==> src/rtl/instr_fetch_unit.sv <==
// instr_fetch_unit: fetch stage for the 9-bit ISA core.
// Owns the architectural PC and sequences the steps FETCH -> WAIT -> EXEC
// against a synchronous instruction ROM.
// Optional performance counters are built when FETCH_PERF_CNT_EN is defined.
// Without that macro, cycle_count and instr_count read as zero and no counter
// flops exist.
module instr_fetch_unit #(
  parameter int          ADDR_W      = 10,
  parameter int          MEM_DEPTH   = 1024,
  parameter logic [31:0] START_PC    = 32'h0,
  parameter logic [8:0]  HALT_OPCODE = 9'h1FF
) (
  input  logic              clk,
  input  logic              rst_n,
  input  logic              start,
  input  logic              stall,
  input  logic [31:0]       next_pc,
  input  logic [8:0]        imem_rdata,
  output logic              imem_rd_en,
  output logic [ADDR_W-1:0] imem_addr,
  output logic [31:0]       current_pc,
  output logic [8:0]        instruction,
  output logic              instr_valid,
  output logic              done,
  output logic              pc_oob,
  output logic [31:0]       cycle_count,
  output logic [31:0]       instr_count
);

  typedef enum logic [2:0] {
    S_IDLE,
    S_FETCH,
    S_WAIT,
    S_EXEC,
    S_HALT
  } state_t;

  // First byte address past the ROM; 33 bits so the product cannot overflow.
  localparam logic [32:0] PC_LIMIT = 33'(MEM_DEPTH) * 33'd4;

  state_t      state_q, state_d;
  logic [31:0] pc_d;
  logic [8:0]  instr_d;
  logic        done_d, oob_d;
  logic        pc_out_of_range;

  assign pc_out_of_range = ({1'b0, next_pc} >= PC_LIMIT);

  assign imem_rd_en  = (state_q == S_FETCH);
  assign imem_addr   = current_pc[ADDR_W+1:2];
  assign instr_valid = (state_q == S_EXEC);

  // State, PC, instruction and status registers.
  always_ff @(posedge clk or negedge rst_n) begin
    if (!rst_n) begin
      state_q     <= S_IDLE;
      current_pc  <= '0;
      instruction <= '0;
      done        <= 1'b0;
      pc_oob      <= 1'b0;
    end else begin
      state_q     <= state_d;
      current_pc  <= pc_d;
      instruction <= instr_d;
      done        <= done_d;
      pc_oob      <= oob_d;
    end
  end

  // Next-state logic. In EXEC the checks are applied in this order:
  // stall, then halt opcode, then out-of-range, then advance.
  always_comb begin
    state_d = state_q;
    pc_d    = current_pc;
    instr_d = instruction;
    done_d  = done;
    oob_d   = pc_oob;
    case (state_q)
      S_IDLE: begin
        if (start) begin
          pc_d    = START_PC;
          state_d = S_FETCH;
        end
      end
      S_FETCH: state_d = S_WAIT;
      S_WAIT: begin
        instr_d = imem_rdata;
        state_d = S_EXEC;
      end
      S_EXEC: begin
        if (!stall) begin
          if (instruction == HALT_OPCODE) begin
            done_d  = 1'b1;
            state_d = S_HALT;
          end else if (pc_out_of_range) begin
            done_d  = 1'b1;
            oob_d   = 1'b1;
            state_d = S_HALT;
          end else begin
            pc_d    = next_pc;
            state_d = S_FETCH;
          end
        end
      end
      S_HALT: begin
        if (start) begin
          done_d  = 1'b0;
          oob_d   = 1'b0;
          pc_d    = START_PC;
          state_d = S_FETCH;
        end
      end
      default: state_d = S_IDLE;
    endcase
  end

`ifdef FETCH_PERF_CNT_EN
  logic load_start, retire, active;

  assign load_start = start && ((state_q == S_IDLE) || (state_q == S_HALT));
  assign active     = (state_q != S_IDLE) && (state_q != S_HALT);
  // An instruction retires both when it advances and when its next_pc is out of range.
  assign retire     = (state_q == S_EXEC) && !stall && (instruction != HALT_OPCODE);

  // Saturating performance counters, cleared on an accepted start.
  always_ff @(posedge clk or negedge rst_n) begin
    if (!rst_n) begin
      cycle_count <= '0;
      instr_count <= '0;
    end else if (load_start) begin
      cycle_count <= '0;
      instr_count <= '0;
    end else begin
      if (active && (cycle_count != '1)) cycle_count <= cycle_count + 32'd1;
      if (retire && (instr_count != '1)) instr_count <= instr_count + 32'd1;
    end
  end
`else
  assign cycle_count = '0;
  assign instr_count = '0;
`endif

endmodule
==> config.mk <==
export PLATFORM = sky130hd
export DESIGN_NAME = instr_fetch_unit
export DESIGN_NICKNAME = d
export VERILOG_FILES = /design/src/rtl/instr_fetch_unit.sv
export SDC_FILE = /design/constraint.sdc
export NUM_CORES = 1
export LEC_CHECK = 0
export ABC_AREA = 1
export ABC_CLOCK_PERIOD_IN_PS = 1600
export BUFFER_PORTS_ARGS = -buffer_cell sky130_fd_sc_hd__buf_2
export CELL_PAD_IN_SITES_DETAIL_PLACEMENT = 1
export CELL_PAD_IN_SITES_GLOBAL_PLACEMENT = 1
export CORE_MARGIN = 2
export CORE_UTILIZATION = 29
export DETAILED_ROUTE_END_ITERATION = 10
export PLACE_DENSITY = 0.9
export SLEW_MARGIN = 40
export SYNTH_ARGS = -nofsm -noshare
export SYNTH_HDL_FRONTEND = slang
export SYNTH_SLANG_ARGS = --single-unit
==> constraint.sdc <==
create_clock -name clk -period 1.6 [get_ports clk]
set_input_delay 0.24 -clock clk [delete_from_list [all_inputs] [get_ports clk]]
set_output_delay 0.24 -clock clk [all_outputs]
set_load 0.03 [all_outputs]
# == After elaboration in Yosys (flattened, before gate mapping) ==
# Index checks and enable logic that the tools add are counted.
# Widths: inputs -> output; s select.
# classes
n_lt_le_gt_ge,1
n_eq_ne,12
muxes,18
n_reduce_logical,8
# op_table
cell,count
$mux 32,4
$pmux 32 s2,1
$ge 32x13->1 const B,1
$mux 3,4
$pmux 3 s4,1
$reduce_and 5->1,2
$eq 9x9->1 const B,1
$ne 2x2->1 const B,4
$eq 3x2->1 const B,2
$mux 1,6
$ne 2x1->1 const B,2
$pmux 1 s2,2
$reduce_and 4->1,1
$reduce_bool 2->1,2
$eq 3x1->1 const B,1
$eq 3x3->1 const B,1
$logic_not 3->1,1
$ne 3x1->1 const B,1
$reduce_and 2->1,1
$reduce_or 2->1,1
# totals
ff_bits,46
inputBits,45
output_inout_bits,119
wordCells,44

# == Depth between registers and ports, before layout ==
# Gate-level depths: netlist (run 1).
# depth
depth_word,5
mapped_depth,10
mapped_depth_nobuf,9

# == Least setup slack after synthesis (run 1) ==
# Ideal clock, no wire load.
# synth_timing
path_kind,flip-flop to flip-flop
startpoint,register instruction[8]
endpoint,register current_pc[0]
setup_time_ns,0.118
arrival_ns,1.286
t_required_ns,1.482
path_slack_ns,0.195
path_stages_with_launch,9
path_buffers,1
period_less_slack_ns,1.405
cell_sequence,dfrtp_1 inv_1 nor2_1 nand3_1 nand4_1 nand2_1 buf_4 nand4_1 nand2_1
# synth_between
elab_chain_cells,3
# synth_lines
item,line,text
"start, declared",22,"output logic [8:0] instruction,"
"start signal, assigned",64,instruction <= instr_d;
$eq 9x9->1,92,if (instruction == HALT_OPCODE) begin
$ne 2x2->1 (no line),n/a,
$reduce_and 5->1 (no line),n/a,
"end signal, assigned",63,current_pc <= pc_d;
"end, declared",21,"output logic [31:0] current_pc,"
# No other way between the ends.
# A chain may end at the register's enable or synchronous reset.

# == Worst setup path in the final report (run 1) ==
# layout_timing
startpoint,register state_q[1]
endpoint,output imem_rd_en
# layout_between
elab_chain_cells,1
# layout_lines
item,line,text
"start, declared",41,"state_t state_q, state_d;"
"start signal, assigned",62,state_q <= state_d;
$eq 3x1->1,49,assign imem_rd_en = (state_q == S_FETCH);
"end, declared",19,"output logic imem_rd_en,"
# No other way between the ends.

==> results of run 1 <==
-- where the power goes --
part	internal (mW)	switching, mW	total, mW
Combinational	0.866	2.07	2.94
Clock	0.468	0.385	0.854
Sequential	1.47	0.218	1.69
Total	2.81	2.67	5.48
-- cells in the final DEF (no fill, tap or decap) --
cell and count:
a21boi_1 1, a21oi_1 1, buf_12 1, buf_2 99, buf_4 5, buf_8 1
bufinv_16 1, clkbuf_1 2, clkbuf_8 5, conb_1 64, dfrtp_1 46, dlygate4sd3_1 1
inv_1 37, inv_2 2, inv_4 1, mux2_2 8, nand2_1 66, nand2_2 2
nand3_1 4, nand3_4 1, nand3b_1 1, nand4_1 15, nand4_4 1, nor2_1 28
o21ai_0 3, o21ai_2 1, or2_1 2
-- final timing paths --
| kind | cells past startpoint | startpoint | endpoint |
|---|---|---|---|
| min in group asynchronous | 2 | rst_n | current_pc[9] |
| max reg2reg | 10 | state_q[2] | current_pc[1] |
| max in group asynchronous | 3 | rst_n | current_pc[18] |
| max | 4 | state_q[1] | imem_rd_en |
| min | 2 | imem_rdata[1] | instruction[1] |
| min reg2reg | 2 | current_pc[29] | current_pc[29] |
-- synthesized netlist by cell type (2+ instances only) --
master / instances / area (sq um)
o21ai_0: 3 / 15.0
nand3_1: 4 / 20.0
inv_1: 37 / 139
buf_2: 3 / 15.0
inv_2: 2 / 7.51
or2_1: 2 / 12.5
nor2_1: 28 / 105
nand2_1: 67 / 251
dfrtp_1: 46 / 1150
nand4_1: 15 / 93.8
buf_4: 75 / 563
mux2_2: 8 / 90.1
buf_6: 3 / 33.8
-- registers in the layout, summed over array words and instances (netlist names) --
register     count
current_pc      32
instruction      9
state_q          3
done             1
pc_oob           1
-- per-stage QoR --
stage               power, mW  hold slack (ns)  setup WS (ns)  TNS (ns)
finish                   5.48            0.184          0.129         0
global route             5.89            0.169       -0.00877   -0.0102
CTS                      5.53            0.172         0.0552         0
detailed placement       4.65            0.270         0.0358         0
global placement         4.56            0.258         0.0806         0
floorplan                4.14          -0.0556          0.195         0
-- metal layers --
metal	share of wire	GRT usage	up-vias	wire (um)
met3	0.077	0.0340	2	447
met5	0	0	-	0
li1	-	-	968	-
met4	0.0036	0.0253	0	21
met2	0.51	0.210	82	2980
met1	0.41	0.147	929	2390
-- final cells by class --
type	count	share of cell area
Multi-Input combinational cell	198	0.299
Clock buffer	7	0.0252
Sequential cell	46	0.380
Clock inverter	1	0.00992
Inverter	40	0.0504
Tap cell	108	0.0446
Timing Repair Buffer	107	0.191
-- logic make-up (layout without fill, tap and decap cells) --
| family | count (synthesis) | after routing | synth area share |
|---|---|---|---|
| DFF | 46 | 46 | 0.445 |
| other | 1 | 64 | 0.00145 |
| muxes | 8 | 8 | 0.0349 |
| buffers and inverters | 122 | 155 | 0.297 |
| and+or+nand+nor | 120 | 120 | 0.207 |
| AOI/OAI and AO/OA | 6 | 6 | 0.0140 |
-- repair_timing --
item,in CTS,in global routing
hold endpoints to repair,22,0
resized for setup,0,4
setup endpoints to repair,0,22
hold buffers,1,0
==> results.toml, run 1 <==
[routing]
wirelength_um = 5840
drc_errors = 0
antenna_left = 0
drtIter0Drc = 24
first_pass_iters = 3
post_drt_wl_per_cell_um = 11.5
num_vias = 1981
via_per_inst = 3.91

[clock_tree]
root_buffer = "clkbuf_8"
cts_tree = "done"
cts_num_sinks = 46
insertion_delay_ns = 0.29
clk_pin_slew_ns = 0.08
cts_buffers = 5
clk_path_buf_depth = 2
post_cts_buffers = 0
cts_max_level = 2

[synthesis]
yosysWarnings = 0
synth-edff-count = 0
synthArstFlopShare = 1.00
synth.avg_cell_area_sq_um = 8.53
ys_types = 23
ys.flop_type = "dfrtp_1"
syn_area_sq_mm = 0.00258
ys_seq_area_frac = 0.445
netlist_instances = 303
ys_ff_latch = 46

[cells_and_area]
fillers = 1104
seqCellArea_sq_mm = 0.00115
antenna_cells = 0
postLayoutCellArea_sq_mm = 0.00303
multi_input_area_sq_um = 905
fin_util = 0.349
drive_above_1_share = 0.321
stdcell_count = 507
area_growth_pct = 17.1
nets = 443

[place]
io_buffers = 99
dpl_cell_area_sq_mm = 0.00290
hpwl_um = 4690
finalWeightedCongestion = 0.738
dp_cells = 498

[floorplanning]
die_w_um = 98.4
core-area_sq_mm = 0.00868
rows = 34
die_h_um = 98.4
die_area_sq_mm = 0.00968
boundaryPins = 164
start_util = 0.298

[global_routing]
grt_pass1_vias = 1961
grt_pass1_wl_um = 9470
antenna_found_initial = 0
grt_start_max_net_pins = 25
grt_usage = 0.119
overflow = 0

[timing]
final-setup-viol-count = 0
relSlewSlack = 0.622
period_share = 0.919
clock-skew-final_ns = 0.0107
slew_violations = 0
fmax_mhz = 680
rsz0062_at_grt = "yes"
min_period_ns = 1.47
tightest_slew_ns = 0.567
hold_viol_final = 0

[worst_setup_path]
cpPeakStageDelay_ns = 0.44
crit_chain = "inv_1 -> nand2_1 -> nor2_1 -> buf_2"
path_buf_inv = 2
cp_data_arrival_time_ns = 1.23
cp_top_family = "flip-flops"
reg2reg_setup_slack_ns = 0.15
worstPathRequired_ns = 1.36
cp-end-kind = "output port"
cp-start-kind = "register"
worstPathMaxFanout = 4
worst_path_max_delay_cell = "dfrtp_1"
crit_type = "reg2out"

[pwr]
vdd_drop_max_v = 0.000518
power_leakage_nw = 1.93
powerDensity_mw_per_mm2 = 1810

[hold_path]
hp-class = "in2reg"

[flow_run]
cap_violations = 0

[run_status]
status = "completed"
(Power assumes the default switching activity.)
==> run 2: changes to the inputs <==
--- a/config.mk
+++ b/config.mk
@@ -6,14 +6,14 @@
 export NUM_CORES = 1
 export LEC_CHECK = 0
 export ABC_AREA = 1
-export ABC_CLOCK_PERIOD_IN_PS = 1600
+export ABC_CLOCK_PERIOD_IN_PS = 1810
 export BUFFER_PORTS_ARGS = -buffer_cell sky130_fd_sc_hd__buf_2
 export CELL_PAD_IN_SITES_DETAIL_PLACEMENT = 1
 export CELL_PAD_IN_SITES_GLOBAL_PLACEMENT = 1
 export CORE_MARGIN = 2
-export CORE_UTILIZATION = 29
+export CORE_UTILIZATION = 32
 export DETAILED_ROUTE_END_ITERATION = 10
-export PLACE_DENSITY = 0.9
+export PLACE_DENSITY = 0.95
 export SLEW_MARGIN = 40
 export SYNTH_ARGS = -nofsm -noshare
 export SYNTH_HDL_FRONTEND = slang
==> constraint.sdc (replaced) <==
create_clock -name clk -period 1.81 [get_ports clk]
set_input_delay 0.2715 -clock clk [delete_from_list [all_inputs] [get_ports clk]]
set_output_delay 0.2715 -clock clk [all_outputs]
set_load 0.03 [all_outputs]
==> run 2 against run 1 <==
Die area down 9.0%. Global-route usage grew 0.88 points. First-iteration DRC count increased by 46%. Sequential power fell by 12%. Combinational power is 15% lower. Hold slack gained 0.025 ns. Via count increased by 1.5%. Final area shrank 1.9%.
==> results.toml, run 2 (synthesized netlist as in run 1, its figures left out) <==
[run_status]
status = "completed"

[floorplanning]
start_util = 0.333
die_area_sq_mm = 0.00881
die_w_um = 93.9
core-area_sq_mm = 0.00777
rows = 32
boundaryPins = 164
die_h_um = 93.9

[routing]
via_per_inst = 4.04
post_drt_wl_per_cell_um = 12.0
num_vias = 2010
wirelength_um = 5950
drtIter0Drc = 35
drc_errors = 0
first_pass_iters = 4
antenna_left = 0

[hold_path]
worstHoldPathCells = 2
hp-start = "imem_rdata[7]"
hp-class = "in2reg"
hold_end = "instruction[7]"

[worst_setup_path]
path_buf_inv = 5
r2r_cells = 10
worstPathRequired_ns = 2.04
cp_data_arrival_time_ns = 1.82
reg2reg_setup_slack_ns = 0.22
cpPeakStageDelay_ns = 0.42
crit_chain = "inv_2 -> nand3_4 -> inv_4 -> nand2_2 -> o21ai_2 -> inv_2 -> nand4_4 -> buf_6 -> nand2_1 -> inv_1"
r2r-start = "state_q[2]"
rr_endpoint = "current_pc[30]"
cp-start-kind = "register"
cp-end-kind = "register"
worstPathMaxFanout = 32
crit_type = "reg2reg"
worst_path_max_delay_cell = "dfrtp_1"
crit_top_cell = "inv_2"
cp_top_family = "buffers and inverters"

[timing]
fin_tns_setup_ns = 0
tightest_slew_ns = 0.516
slew_violations = 0
min_period_ns = 1.59
final-setup-viol-count = 0
clock-skew-final_ns = 0.00493
fmax_mhz = 628
hold_viol_final = 0
rsz0062_at_grt = "no"
fin_ws_ns = 0.218
period_share = 0.880
relSlewSlack = 0.655

[pwr]
switching_share = 0.501
power_mw = 4.63
p_int_mw = 2.31
vdd_drop_max_v = 0.000462
p_comb_frac = 0.539
pwr-share-clk = 0.139
power_leakage_nw = 1.91
power_switching_mw = 2.32
powerDensity_mw_per_mm2 = 1560
seqPwrFrac = 0.322

[clock_tree]
root_buffer = "clkbuf_8"
post_cts_buffers = 0
cts_max_level = 2
insertion_delay_ns = 0.29
cts_num_sinks = 46
cts_tree = "done"
cts_buffers = 5
clk_pin_slew_ns = 0.09
clk_path_buf_depth = 2

[cells_and_area]
nets = 439
fin_util = 0.382
antenna_cells = 0
area_growth_pct = 14.9
regMostFlops = "current_pc"
final_cell_mix = "buf_2 (99), nand2_1 (67), conb_1 (64)"
reg_top3 = "current_pc: 32 flops, instruction: 9 flops, state_q: 3 flops"
largest_register_ffs = 32
final_common_cell = "buf_2"
postLayoutCellArea_sq_mm = 0.00297
drive_above_1_share = 0.314

[place]
dpl_cell_area_sq_mm = 0.00286
io_buffers = 99
place_ws_ns = 0.131
hpwl_um = 4880
finalWeightedCongestion = 0.729

[global_routing]
busiest_layer = "met2"
grt_pass1_vias = 1904
antenna_found_initial = 0
grt_pass1_wl_um = 8890
grt_start_max_net_pins = 33
grt_usage = 0.128
met2_usage = 0.245
grtUsageMet1 = 0.144
grt_util_met3 = 0.0297
overflow = 0

[flow_run]
cap_violations = 0
run 2: worst reg2reg max path, stage by stage, from the launching register on:
cell	delay, ns
dfrtp_1	0.42
inv_2	0.11
nand3_4	0.09
inv_4	0.10
nand2_2	0.08
o21ai_2	0.07
inv_2	0.14
nand4_4	0.12
buf_6	0.23
nand2_1	0.11
inv_1	0.07
run 2: how the worst max path moves through the flow:
stage / startpoint / endpoint / slack, ns / depth (start not counted)
floorplan: instruction[8] / current_pc[0] / 0.41 / 8
global placement: next_pc[30] / current_pc[10] / 0.20 / 7
detailed placement: state_q[2] / current_pc[30] / 0.13 / 10
CTS: state_q[2] / current_pc[27] / 0.12 / 10
global route: state_q[2] / current_pc[11] / 0.05 / 10
finish: state_q[2] / current_pc[30] / 0.22 / 10
run 2: final cells by class:
| cell class | instances | area [sq um] |
|---|---|---|
| repair buffers | 103 | 544 |
| clock buffers | 7 | 86.3 |
| multi-input cells | 198 | 902 |
| fillers | 997 | 4800 |
| flip-flops and latches | 46 | 1150 |
| inverters | 40 | 153 |
| well taps | 102 | 128 |
| clock inverters | 1 | 5.00 |
run 2: per-stage QoR:
stage	hold WS, ns	cells
floorplan	-0.0241	366
global placement	0.246	488
detailed placement	0.258	488
CTS	0.199	497
global route	0.198	497
finish	0.209	497
run 2: routing by layer:
metal / vias up / share of wire
met5: - / 0
met4: 0 / 0.0024
met3: 2 / 0.074
met2: 91 / 0.54
met1: 958 / 0.39
li1: 959 / -
run 2: power groups by stage:
stage          clock, mW  sequential, mW  combinational (mW)
6_report           0.643            1.49                2.50
3_5_place_dp           0            1.52                2.51
4_1_cts            0.671            1.50                2.51
3_3_place_gp           0            1.51                2.44
2_1_floorplan          0            1.97                1.70
5_1_grt            0.705            1.53                2.72
run 2: repair_timing:
action	4_1_cts	5_1_grt
endpoints found under the hold margin	19	0
endpoints found under the setup margin	0	26
hold buffers	1	0
resized for setup	0	1
